**config.mk**
```make
export PLATFORM = sky130hd
export DESIGN_NAME = queue_pop_reader
export DESIGN_NICKNAME = d
export VERILOG_FILES = /design/src/rtl/queue_pkg.sv /design/src/rtl/queue_store.sv /design/src/rtl/queue_pop_reader.sv
export SDC_FILE = /design/constraint.sdc
export NUM_CORES = 1
export LEC_CHECK = 0
export ABC_CLOCK_PERIOD_IN_PS = 4300
export BUFFER_PORTS_ARGS = -buffer_cell sky130_fd_sc_hd__buf_4
export CAP_MARGIN = 20
export CORE_MARGIN = 1
export CORE_UTILIZATION = 45
export CTS_CLUSTER_SIZE = 10
export DETAILED_ROUTE_END_ITERATION = 12
export PLACE_DENSITY = 0.66
export SYNTH_ARGS = -nofsm -noshare
export SYNTH_HDL_FRONTEND = slang
export SYNTH_SLANG_ARGS = --single-unit
```
**constraint.sdc**
```tcl
create_clock -name clk -period 4.3 [get_ports clk]
set_input_delay 0.43 -clock clk [delete_from_list [all_inputs] [get_ports clk]]
set_output_delay 0.43 -clock clk [all_outputs]
set_load 0.005 [all_outputs]
```
**src/rtl/queue_pkg.sv**
```systemverilog
// Shared types and pointer helpers for the queue read-side deque.
// Pointers wrap at DEPTH-1 so DEPTH does not have to be a power of two.
package queue_pkg;

  typedef enum logic [0:0] {
    IDLE  = 1'b0,
    DRAIN = 1'b1
  } deq_state_e;

  function automatic int ptr_inc(input int ptr, input int depth);
    if (ptr >= depth - 1) begin
      return 0;
    end else begin
      return ptr + 1;
    end
  endfunction

  function automatic int ptr_dec(input int ptr, input int depth);
    if (ptr == 0) begin
      return depth - 1;
    end else begin
      return ptr - 1;
    end
  endfunction

endpackage

```
**src/rtl/queue_store.sv**
```systemverilog
// DEPTH x WIDTH register array: one write port, two combinational read ports.
// Storage is intentionally not reset.
module queue_store #(
  parameter int DEPTH = 5,
  parameter int WIDTH = 32,
  parameter int AW    = $clog2(DEPTH)
) (
  input  logic             clk,
  input  logic             we,
  input  logic [AW-1:0]    waddr,
  input  logic [WIDTH-1:0] wdata,
  input  logic [AW-1:0]    raddr_a,
  output logic [WIDTH-1:0] rdata_a,
  input  logic [AW-1:0]    raddr_b,
  output logic [WIDTH-1:0] rdata_b
);

  logic [WIDTH-1:0] mem_q [DEPTH];

  // Write port.
  always_ff @(posedge clk) begin
    if (we) begin
      mem_q[waddr] <= wdata;
    end
  end

  // Read ports; addresses beyond DEPTH return zero instead of X.
  always_comb begin
    if (int'(raddr_a) < DEPTH) begin
      rdata_a = mem_q[raddr_a];
    end else begin
      rdata_a = {WIDTH{1'b0}};
    end
    if (int'(raddr_b) < DEPTH) begin
      rdata_b = mem_q[raddr_b];
    end else begin
      rdata_b = {WIDTH{1'b0}};
    end
  end

endmodule

```
**src/rtl/queue_pop_reader.sv**
```systemverilog
// Circular-buffer deque read side: pop_front, pop_back, peek and burst drain,
// with push_back from a writer and a live element count.
module queue_pop_reader
  import queue_pkg::*;
#(
  parameter int DEPTH = 5,
  parameter int WIDTH = 32,
  parameter int PW    = $clog2(DEPTH),
  parameter int SW    = $clog2(DEPTH + 1)
) (
  input  logic             clk,
  input  logic             rst,
  input  logic             push_valid,
  input  logic [WIDTH-1:0] push_data,
  output logic             push_ready,
  input  logic             pop_req,
  input  logic             pop_from_back,
  input  logic             drain_start,
  output logic             drain_busy,
  output logic             pop_valid,
  output logic [WIDTH-1:0] pop_data,
  output logic             pop_last,
  output logic             pop_err,
  output logic [SW-1:0]    size,
  output logic             empty,
  output logic             full,
  input  logic [PW-1:0]    peek_idx,
  output logic [WIDTH-1:0] peek_data,
  output logic             peek_hit
);

  deq_state_e       state_q, state_d;
  logic [PW-1:0]    head_q, head_d;
  logic [PW-1:0]    tail_q, tail_d;
  logic [SW-1:0]    size_q, size_d;
  logic             pop_valid_q, pop_valid_d;
  logic [WIDTH-1:0] pop_data_q, pop_data_d;
  logic             pop_last_q, pop_last_d;
  logic             pop_err_q, pop_err_d;
  logic             drain_busy_q, drain_busy_d;

  logic             empty_s, full_s, push_ready_s, push_acc_s;
  logic             pop_fr_s, pop_bk_s, pop_any_s, err_s, start_drain_s, end_drain_s;
  logic [PW-1:0]    head_inc_s, tail_inc_s, tail_dec_s;
  logic [PW-1:0]    rd_addr_s, wr_addr_s, peek_addr_s;
  logic [WIDTH-1:0] rd_data_s;
  int               peek_sum_s;

  assign empty_s      = (size_q == SW'(0));
  assign full_s       = (size_q == SW'(DEPTH));
  assign push_ready_s = !full_s && (state_q == IDLE);
  assign push_acc_s   = push_valid && push_ready_s;

  assign head_inc_s = PW'(ptr_inc(int'(head_q), DEPTH));
  assign tail_inc_s = PW'(ptr_inc(int'(tail_q), DEPTH));
  assign tail_dec_s = PW'(ptr_dec(int'(tail_q), DEPTH));

  // Decode which operation this cycle performs.
  always_comb begin
    pop_fr_s      = 1'b0;
    pop_bk_s      = 1'b0;
    err_s         = 1'b0;
    start_drain_s = 1'b0;
    end_drain_s   = 1'b0;
    case (state_q)
      IDLE: begin
        // drain_start wins over a coincident pop_req, which is dropped
        if (drain_start && !empty_s) begin
          start_drain_s = 1'b1;
        end else if (pop_req) begin
          if (empty_s) begin
            err_s = 1'b1;
          end else if (pop_from_back) begin
            pop_bk_s = 1'b1;
          end else begin
            pop_fr_s = 1'b1;
          end
        end else begin
          pop_fr_s = 1'b0;
        end
      end
      DRAIN: begin
        pop_fr_s    = !empty_s;
        end_drain_s = (size_q <= SW'(1));
      end
      default: begin
        end_drain_s = 1'b1;
      end
    endcase
  end

  assign pop_any_s = pop_fr_s || pop_bk_s;
  // A push coinciding with pop_back reuses the slot just vacated at tail-1.
  assign rd_addr_s = pop_bk_s ? tail_dec_s : head_q;
  assign wr_addr_s = pop_bk_s ? tail_dec_s : tail_q;

  // Next-state for pointers, count, FSM and registered pop outputs.
  always_comb begin
    head_d = pop_fr_s ? head_inc_s : head_q;
    if (push_acc_s && !pop_bk_s) begin
      tail_d = tail_inc_s;
    end else if (!push_acc_s && pop_bk_s) begin
      tail_d = tail_dec_s;
    end else begin
      tail_d = tail_q;
    end
    if (push_acc_s && !pop_any_s) begin
      size_d = size_q + SW'(1);
    end else if (!push_acc_s && pop_any_s) begin
      size_d = size_q - SW'(1);
    end else begin
      size_d = size_q;
    end
    if (start_drain_s) begin
      state_d = DRAIN;
    end else if (end_drain_s) begin
      state_d = IDLE;
    end else begin
      state_d = state_q;
    end
    pop_valid_d  = pop_any_s;
    pop_data_d   = pop_any_s ? rd_data_s : pop_data_q;
    pop_last_d   = end_drain_s && pop_fr_s;
    pop_err_d    = err_s;
    drain_busy_d = (state_d == DRAIN);
  end

  // Peek address: head + index, folded once into 0..DEPTH-1.
  always_comb begin
    peek_sum_s = int'(head_q) + int'(peek_idx);
    if (peek_sum_s >= DEPTH) begin
      peek_addr_s = PW'(peek_sum_s - DEPTH);
    end else begin
      peek_addr_s = PW'(peek_sum_s);
    end
  end

  // State and output registers.
  always_ff @(posedge clk or posedge rst) begin
    if (rst) begin
      state_q      <= IDLE;
      head_q       <= {PW{1'b0}};
      tail_q       <= {PW{1'b0}};
      size_q       <= {SW{1'b0}};
      pop_valid_q  <= 1'b0;
      pop_data_q   <= {WIDTH{1'b0}};
      pop_last_q   <= 1'b0;
      pop_err_q    <= 1'b0;
      drain_busy_q <= 1'b0;
    end else begin
      state_q      <= state_d;
      head_q       <= head_d;
      tail_q       <= tail_d;
      size_q       <= size_d;
      pop_valid_q  <= pop_valid_d;
      pop_data_q   <= pop_data_d;
      pop_last_q   <= pop_last_d;
      pop_err_q    <= pop_err_d;
      drain_busy_q <= drain_busy_d;
    end
  end

  queue_store #(
    .DEPTH (DEPTH),
    .WIDTH (WIDTH),
    .AW    (PW)
  ) u_store (
    .clk     (clk),
    .we      (push_acc_s),
    .waddr   (wr_addr_s),
    .wdata   (push_data),
    .raddr_a (rd_addr_s),
    .rdata_a (rd_data_s),
    .raddr_b (peek_addr_s),
    .rdata_b (peek_data)
  );

  assign push_ready = push_ready_s;
  assign drain_busy = drain_busy_q;
  assign pop_valid  = pop_valid_q;
  assign pop_data   = pop_data_q;
  assign pop_last   = pop_last_q;
  assign pop_err    = pop_err_q;
  assign size       = size_q;
  assign empty      = empty_s;
  assign full       = full_s;
  assign peek_hit   = (SW'(peek_idx) < size_q);

endmodule

```
==> flow_results.org, run 1 <==
** Layout
- Area growth from synthesis to layout :: 21.4%
- The multi-input combinational cells in the finished layout cover a total of around 3900 µm².
- Filler-free cell count of the finished design :: about 1,300
- Number of nets at the end of the flow :: 1,020
- Of the cells placed in the final design, the portion with a size suffix greater than 1 is 0.217.
- Fill cell count :: 1,777
- Share of the core filled with cells :: 0.562
- Number of antenna diodes :: 0
- Area used by sequential logic in the layout :: 5930 µm²

** Critical path
- Depth of the worst register-to-register path :: 9
- Category of the critical setup timing path :: reg -> out
- Launching point of the worst reg2reg path :: size[1]$_DFFE_PP0P_
- Data arrives at the worst endpoint at 3740 ps.
- Reg-to-Reg End :: u_store.mem_q[3][23]$_DFFE_PP_
- Crit-path max FO :: 6
- Critical path data required time :: about 3900 ps
- Category of the worst setup path launch point :: flip-flop
- Reg-to-reg setup timing slack :: around 1300 ps
- Element type at the critical path end :: primary output

** Run
- The tool flagged a number of max-cap violations equal to 0.

** Pwr
- Total net switching power :: just over 5 mW
- Register share of total power :: 0.222
- Leakage :: slightly below 5 nW
- Of the total power, the share spent switching nets is 0.417.
- For this design the ratio of total power to cell area is 983 nW/µm².
- Relative contribution of the clock network to total power :: 0.151
- Comb power frac :: 0.627
- Overall power consumption after layout is estimated at 12.2 mW.
- Worst vdd ir :: between 700 and 800 µV
- Int Pwr :: a little over 7 mW

** Floorplanning
- Top-level port count :: between 100 and 150
- Die ar. :: approximately 23,000 µm²
- For this configuration, the core starts out at a cell density of 0.463.
- Horiz. Die Dim :: around 150 µm
- The die is roughly 150 µm tall.
- Number of cell rows :: 54
- Core ar. :: between 20,000 and 25,000 µm²

** Clocking
- Number of H-tree levels :: 1
- At the later pin of the worst-skew pair, clock insertion delay measures around 520 ps.
- Clock transition at the register clock pins on the worst setup and hold paths after CTS :: 60 ps
- Clock root buffer :: clkbuf_16
- Clk sink count :: a little over 200
- The clock passes through at most 3 buffers.
- Clock tree from TritonCTS :: yes
- After clock tree synthesis, the flow added hold-fix buffers numbering 0.
- TritonCTS buffer count :: 24

** STA
- Based on the critical path, the design can be clocked at up to between 200 and 250 MHz.
- Pin slew with the least headroom to its limit :: 871 ps
- Slack of the critical path :: 127 ps
- Final critical delay including setup and external delays :: approximately 4200 ps
- Final hold violation count :: 14
- Number of failing setup endpoints in the final timing report :: 0
- Of the available clock period, the critical path in the final layout requires 0.970.
- Slew Viols, Final :: 0
- The clock arrives with roughly 7.6 ps of skew.
- Fin Hold WS :: -20.5 ps
- Total negative slack for setup checks :: 0 ps
- Setup repair after global routing missed its margin :: yes
- In this run the tightest slew margin relative to its limit is 0.418.

** Synth
- Synthesized net count :: 896
- Cells after synthesis :: roughly 840
- Counting flops with a built-in enable in the synthesized netlist gives 160.
- Count of warnings emitted by yosys :: 0
- Mapped cell area :: about 10,000 µm²
- Synth top area cells :: edfxtp_1, dfrtp_1, mux2i_1
- Most used standard cell by instance count after synthesis :: edfxtp_1
- The synthesized design spends more area on one cell type than any other, namely edfxtp_1.
- The most used flip-flop cell after synthesis is edfxtp_1.
- Library cells used by synthesis :: 50
- Syn Area/Cell :: roughly 12 µm²
- By count the netlist is led by edfxtp_1, nand2_1, mux2i_1, o221ai_1, inv_1.
- The share of synthesized area in the top cell type comes to 0.469.
- Flip-flop and latch count after synthesis :: between 200 and 250
- Proportion of synthesized chip area in sequential cells :: 0.580
- Share of flip-flops with an asynchronous set or reset after synthesis :: 0.220

** Drt
- Remaining antenna violation count after routing :: 0
- In the routed design, unresolved DRC markers number 8.
- Routed wire length :: around 28 mm
- Via count :: 7,535
- Router iterations before antenna repair :: 9
- In this run, the number of DRC markers left after iteration 0 of detailed routing was between 600 and 700.
- Dividing the detail-routed via count by the number of cells gives between 5 and 6.
- Dividing the detail-routed wire length by the instance count gives roughly 22 µm.

** Status
- Failing checks :: design-rule violations, negative hold slack
- Result of the run :: complete, but fails checks

** Global route
- Aggregate global-route resource usage :: 0.237
- The initial antenna violation count came to 0.
- Via count of the first global-routing pass :: 7,419
- For this run the aggregate overflow at the end of global routing stands at 0.
- Global-route wire length before repair :: roughly 43 mm
- Entering global routing, the biggest net connects 55 pins.

** Placed design
- The number of placed instances, taps included, is roughly 1,200.
- The congestion estimate from routability-driven global placement came to 0.806.
- The HPWL after detailed placement is between 15 and 20 mm.
- Worst slack, placed :: about 400 ps
- Total of buffers placed on input and output ports :: roughly 120

** Worst hold path
- The min-delay analysis places its worst path in the category in -> async.
stage by stage:
stage / area (µm²) / hold slack, ps
5_1_grt: 12400 / 9.99
2_1_floorplan: 10200 / 488
4_1_cts: 12200 / 7.49
3_5_place_dp: 11500 / 495
6_report: 12400 / -20.5
3_3_place_gp: 11500 / 489
cells by family after synthesis:
group / after synthesis / synth area share
DFF: 205 / 0.580
xor gates and xnor gates: 5 / 0.00501
adders and majority gates: 20 / 0.0252
muxes: 102 / 0.101
buffers and inverters: 104 / 0.0471
AOI/OAI and AO/OA: 224 / 0.159
and+or+nand+nor: 175 / 0.0829
placed cells by master, fill, tap and decap left out, types with 4 or more instances in the layout:
master and count:
inv_1 45, a21oi_1 36, nor3_1 4, ha_1 17, clkbuf_16 26, o21ai_0 39
mux2i_1 95, dfrtp_1 44, nor2_1 9, nor2_4 4, buf_12 8, a21o_1 5
a21boi_0 31, o221ai_1 62, edfxtp_1 160, nand2_1 100, nand2b_1 36, o211ai_1 4
clkbuf_1 18, mux2i_2 4, buf_4 143, a32oi_1 32
power by group through the flow:
stage | clock, mW | combinational (mW) | sequential [mW]
floorplan | 0 | 4.29 | 2.68
global placement | 0 | 6.80 | 2.75
detailed placement | 0 | 6.99 | 2.74
CTS | 1.86 | 7.03 | 2.71
global route | 1.95 | 8.21 | 2.75
finish | 1.84 | 7.66 | 2.71
area by class of cell:
class / count / share of cell area
clock buffer: 43 / 0.0549
tap: 280 / 0.0282
timing repair buffer: 155 / 0.106
sequential: 205 / 0.477
clock inverter: 1 / 0.00131
multi-input combinational: 526 / 0.318
inverter: 47 / 0.0142
state kept, by name, summed over array words and instances (netlist names):
| register | cells |
|---|---|
| drain_busy | 1 |
| head_q | 3 |
| pop_data | 32 |
| pop_err | 1 |
| pop_last | 1 |
| pop_valid | 1 |
| size | 3 |
| tail_q | 3 |
| u_store.mem_q | 160 |
worst max-delay path by stage:
stage                          startpoint  cells past startpoint                       endpoint  slack, ps
floorplan           tail_q[0]$_DFFE_PP0P_                      6  u_store.mem_q[4][0]$_DFFE_PP_         60
global placement              peek_idx[0]                     12                   peek_data[1]        390
finish              head_q[0]$_DFFE_PP0P_                     12                  peek_data[14]        130
detailed placement            peek_idx[0]                     12                  peek_data[19]        400
CTS                 head_q[0]$_DFFE_PP0P_                     11                  peek_data[19]          9
global route        head_q[0]$_DFFE_PP0P_                     12                  peek_data[18]        -40
critical path, cell delays in order, from the launching register on:
cell and delay, ps:
dfrtp_2 410, ha_1 220, fa_2 550, inv_1 100, ha_2 200, nand2b_1 170, a211oi_4 340, mux2i_4 350
buf_4 180, clkbuf_16 160, mux2i_2 230, o221ai_1 150, buf_4 160
what timing repair did:
action | in CTS | in global routing
endpoints found under the setup margin | 12 | 32
gates cloned | 0 | 2
pin swaps | 0 | 1
gates resized for setup | 1 | 15
setup buffers | 0 | 7
metal layers:
metal  wire, µm  vias to the layer above  share of wire  GRT usage
li1           -                     3431              -          -
met1      12400                     3734           0.44      0.333
met2      13100                      327           0.47      0.382
met3       1900                       43          0.068     0.0381
met4        511                        0          0.018     0.0654
met5          0                        -              0          0
No activity file was read; power rests on OpenSTA's default activity.
==> run 2, diff against run 1 <==
--- a/config.mk
+++ b/config.mk
@@ -8,11 +8,14 @@
 export ABC_CLOCK_PERIOD_IN_PS = 4300
 export BUFFER_PORTS_ARGS = -buffer_cell sky130_fd_sc_hd__buf_4
 export CAP_MARGIN = 20
+export CELL_PAD_IN_SITES_DETAIL_PLACEMENT = 1
+export CELL_PAD_IN_SITES_GLOBAL_PLACEMENT = 2
 export CORE_MARGIN = 1
-export CORE_UTILIZATION = 45
+export CORE_UTILIZATION = 36
 export CTS_CLUSTER_SIZE = 10
 export DETAILED_ROUTE_END_ITERATION = 12
-export PLACE_DENSITY = 0.66
+export GPL_TIMING_DRIVEN = 0
+export PLACE_DENSITY_LB_ADDON = 0.1
 export SYNTH_ARGS = -nofsm -noshare
 export SYNTH_HDL_FRONTEND = slang
 export SYNTH_SLANG_ARGS = --single-unit
==> run 2 against run 1 <==
Net effect:
- the run now ends clean
- clock skew up 3.0 ps
- critical endpoint is now peek_data[10]
- highest routed layer unchanged
- first-iteration DRC count is 10% lower
- clock-buffer cell count down 4
==> flow_results.org, run 2 (synthesized netlist as in run 1, its figures left out) <==
** Status
- Result of the run :: finished, final reports clean

** Floorplanning
- The die is around 170 µm wide.
- DIE HEIGHT :: 171 µm
- For this design the top-level I/O count stands at about 120.
- Number of cell rows :: between 60 and 70
- Die ar. :: a little under 30,000 µm²
- The core region is between 20,000 and 30,000 µm².
- Initial cell density of the core :: 0.367

** Placed design
- Counting tap cells, the placed design contains a total of ~1,300 instances.
- At the end of routability-driven placement, the weighted congestion stood at roughly 0.75.
- After legalization and detailed placement, the total HPWL measured between 20 and 25 mm.
- In this run the tool buffered the top-level ports with approximately 120 buffer cells.

** Global route
- Antenna violations before repair :: 0
- Global-route wire length before repair :: between 50 and 60 mm
- Aggregate global-route resource usage :: 0.240
- Entering global routing, the biggest net connects 32 pins.
- Summed over all layers, the global routing overflow is 0.
- Via count of the first global-routing pass :: ~8,000

** STA
- The number of endpoints with negative hold slack in the final report was 0.
- Between clock sinks in the finished design, the worst skew comes to ~11 ps.
- Number of failing setup endpoints in the final timing report :: 0
- The tightest hold path in the finished design has a slack of about 90 ps.
- Dividing the final minimum period by the clock period gives 0.997.
- Slew Viols, Final :: 0
- Worst slew margin :: 0.303
- Setup repair after global routing could not meet its margin everywhere.
- For the finished layout, the period the worst path requires is approximately 4300 ps.
- Achievable clock frequency :: approximately 230 MHz
- At the pin with the least slew margin, the transition time is ~1000 ps.

** Layout
- Leaving out fill and tap cells, the most frequent cells in the layout are edfxtp_1, buf_4, nand2_1.
- Number of antenna diodes :: 0
- Fraction of layout cells with a size suffix above 1 :: 0.245
- The net count of the finished layout is between 1,000 and 1,500.
- More flip-flops sit in one register than any other, and that register is u_store.mem_q.
- Leading cell type in the layout, fill and taps excluded :: edfxtp_1
- Once layout is complete, the utilization of the core stands at 0.461.
- Area growth from synthesis to layout :: 25.4%
- For this run, the number of standard cells in the final layout without fillers is between 1,000 and 1,500.
- Largest register FFs :: 160

** Drt
- Initial drt markers :: 576
- The detail route stage leaves a number of antenna-violating nets equal to 0.
- Summed over all layers, the routed wires come to approximately 35 mm.
- Across all layers, the routed design uses slightly below 8,000 vias.
- In the routed design, unresolved DRC markers number 0.
- In the routed layout, each cell is associated on average with a via count of about 5.6.
- Router iterations before antenna repair :: 5
- After detailed routing, the average wire length per cell comes to ~25 µm.

** Run
- Max-capacitance violation count :: 0

** Clocking
- Number of H-tree levels :: 1
- Counting every sink on the clock net gives 205.
- Clock-pin slew was measured on the worst setup and hold paths at approximately 60 ps.
- Clock tree from TritonCTS :: yes
- The cell sitting at the root of the clock tree is a clkbuf_16.
- Buffers inserted during clock tree synthesis total 25.
- Clock Latency Late Sink :: 530 ps
- The clock passes through at most 3 buffers.

** Critical path
- Along the worst path, the maximum fanout reaches 6.
- At the worst endpoint, the arrival time is 3860 ps.
- STA classifies the critical path startpoint as a flip-flop.
- The worst setup path is captured at a primary output.
- For the worst setup path, the data required time is approximately 3900 ps.
- The critical path in this run is classified as reg -> out.

** Worst hold path
- Class of the tightest hold or removal check :: in -> async
-- run 2: changes by cell type in the layout (fill, tap and decap cells not counted), sizes merged --
cell	delta
buf	+10
clkbuf	+23
clkinv	+2
clkinvlp	+1
-- run 2: worst paths after layout --
check                                          from                        endpoint  slack, ps  depth (start not counted)
min reg2reg                pop_data[29]$_DFFE_PP0P_        pop_data[29]$_DFFE_PP0P_        510                          2
max in group asynchronous                       rst         pop_data[8]$_DFFE_PP0P_       3580                          3
max                           head_q[0]$_DFFE_PP0P_                   peek_data[10]         10                         13
min in group clk                      push_data[13]  u_store.mem_q[4][13]$_DFFE_PP_        110                          1
min                                             rst        pop_data[23]$_DFFE_PP0P_         90                          2
max reg2reg                   tail_q[0]$_DFFE_PP0P_        pop_data[24]$_DFFE_PP0P_        940                          8
-- run 2: routing by layer --
layer	up-vias	wire (µm)	global-route usage
met1	4042	15900	0.331
met3	39	1570	0.0312
met5	-	0	0
met2	212	16700	0.401
li1	3496	-	-
met4	0	602	0.0544
-- run 2: area by class of cell --
cell class / instances / area (µm²)
plain buffers: 55 / 349
clock buffers: 39 / 688
multi-input cells: 526 / 4040
inverters: 47 / 180
repair buffers: 137 / 1150
well taps: 378 / 473
clock inverters: 4 / 22.5
flip-flops and latches: 205 / 5930
fillers: 2939 / 15000
-- run 2: through the flow --
stage | setup slack, ps | cell area, µm² | setup TNS, ps
after floorplan | 62.7 | 10200 | 0
after global placement | -3310 | 11600 | -244440
after detailed placement | -1260 | 11800 | -36530
after CTS | -39.7 | 12800 | -214
after global routing | -56.2 | 12800 | -500
final | 12.0 | 12800 | 0
-- run 2: worst max-delay path, stage by stage, from the launching register on --
cell and delay (ps):
dfrtp_2 430, ha_4 170, fa_2 600, clkinvlp_4 170
ha_4 200, nand2b_4 150, a211oi_4 300, buf_6 160
mux2i_4 260, buf_12 180, buf_12 150, mux2i_2 230
o221ai_2 150, buf_4 170
-- run 2: repair_timing --
item / CTS / global route
gates cloned: 3 / 0
setup buffers: 10 / 3
pin swaps: 20 / 16
gates resized for setup: 56 / 16
endpoints found under the setup margin: 32 / 32
hold buffers: 0 / 0
Power of run 2 is left out: the tool's default activity adds up to more than one toggle a clock period on the data nets, which glitch-free logic cannot reach.
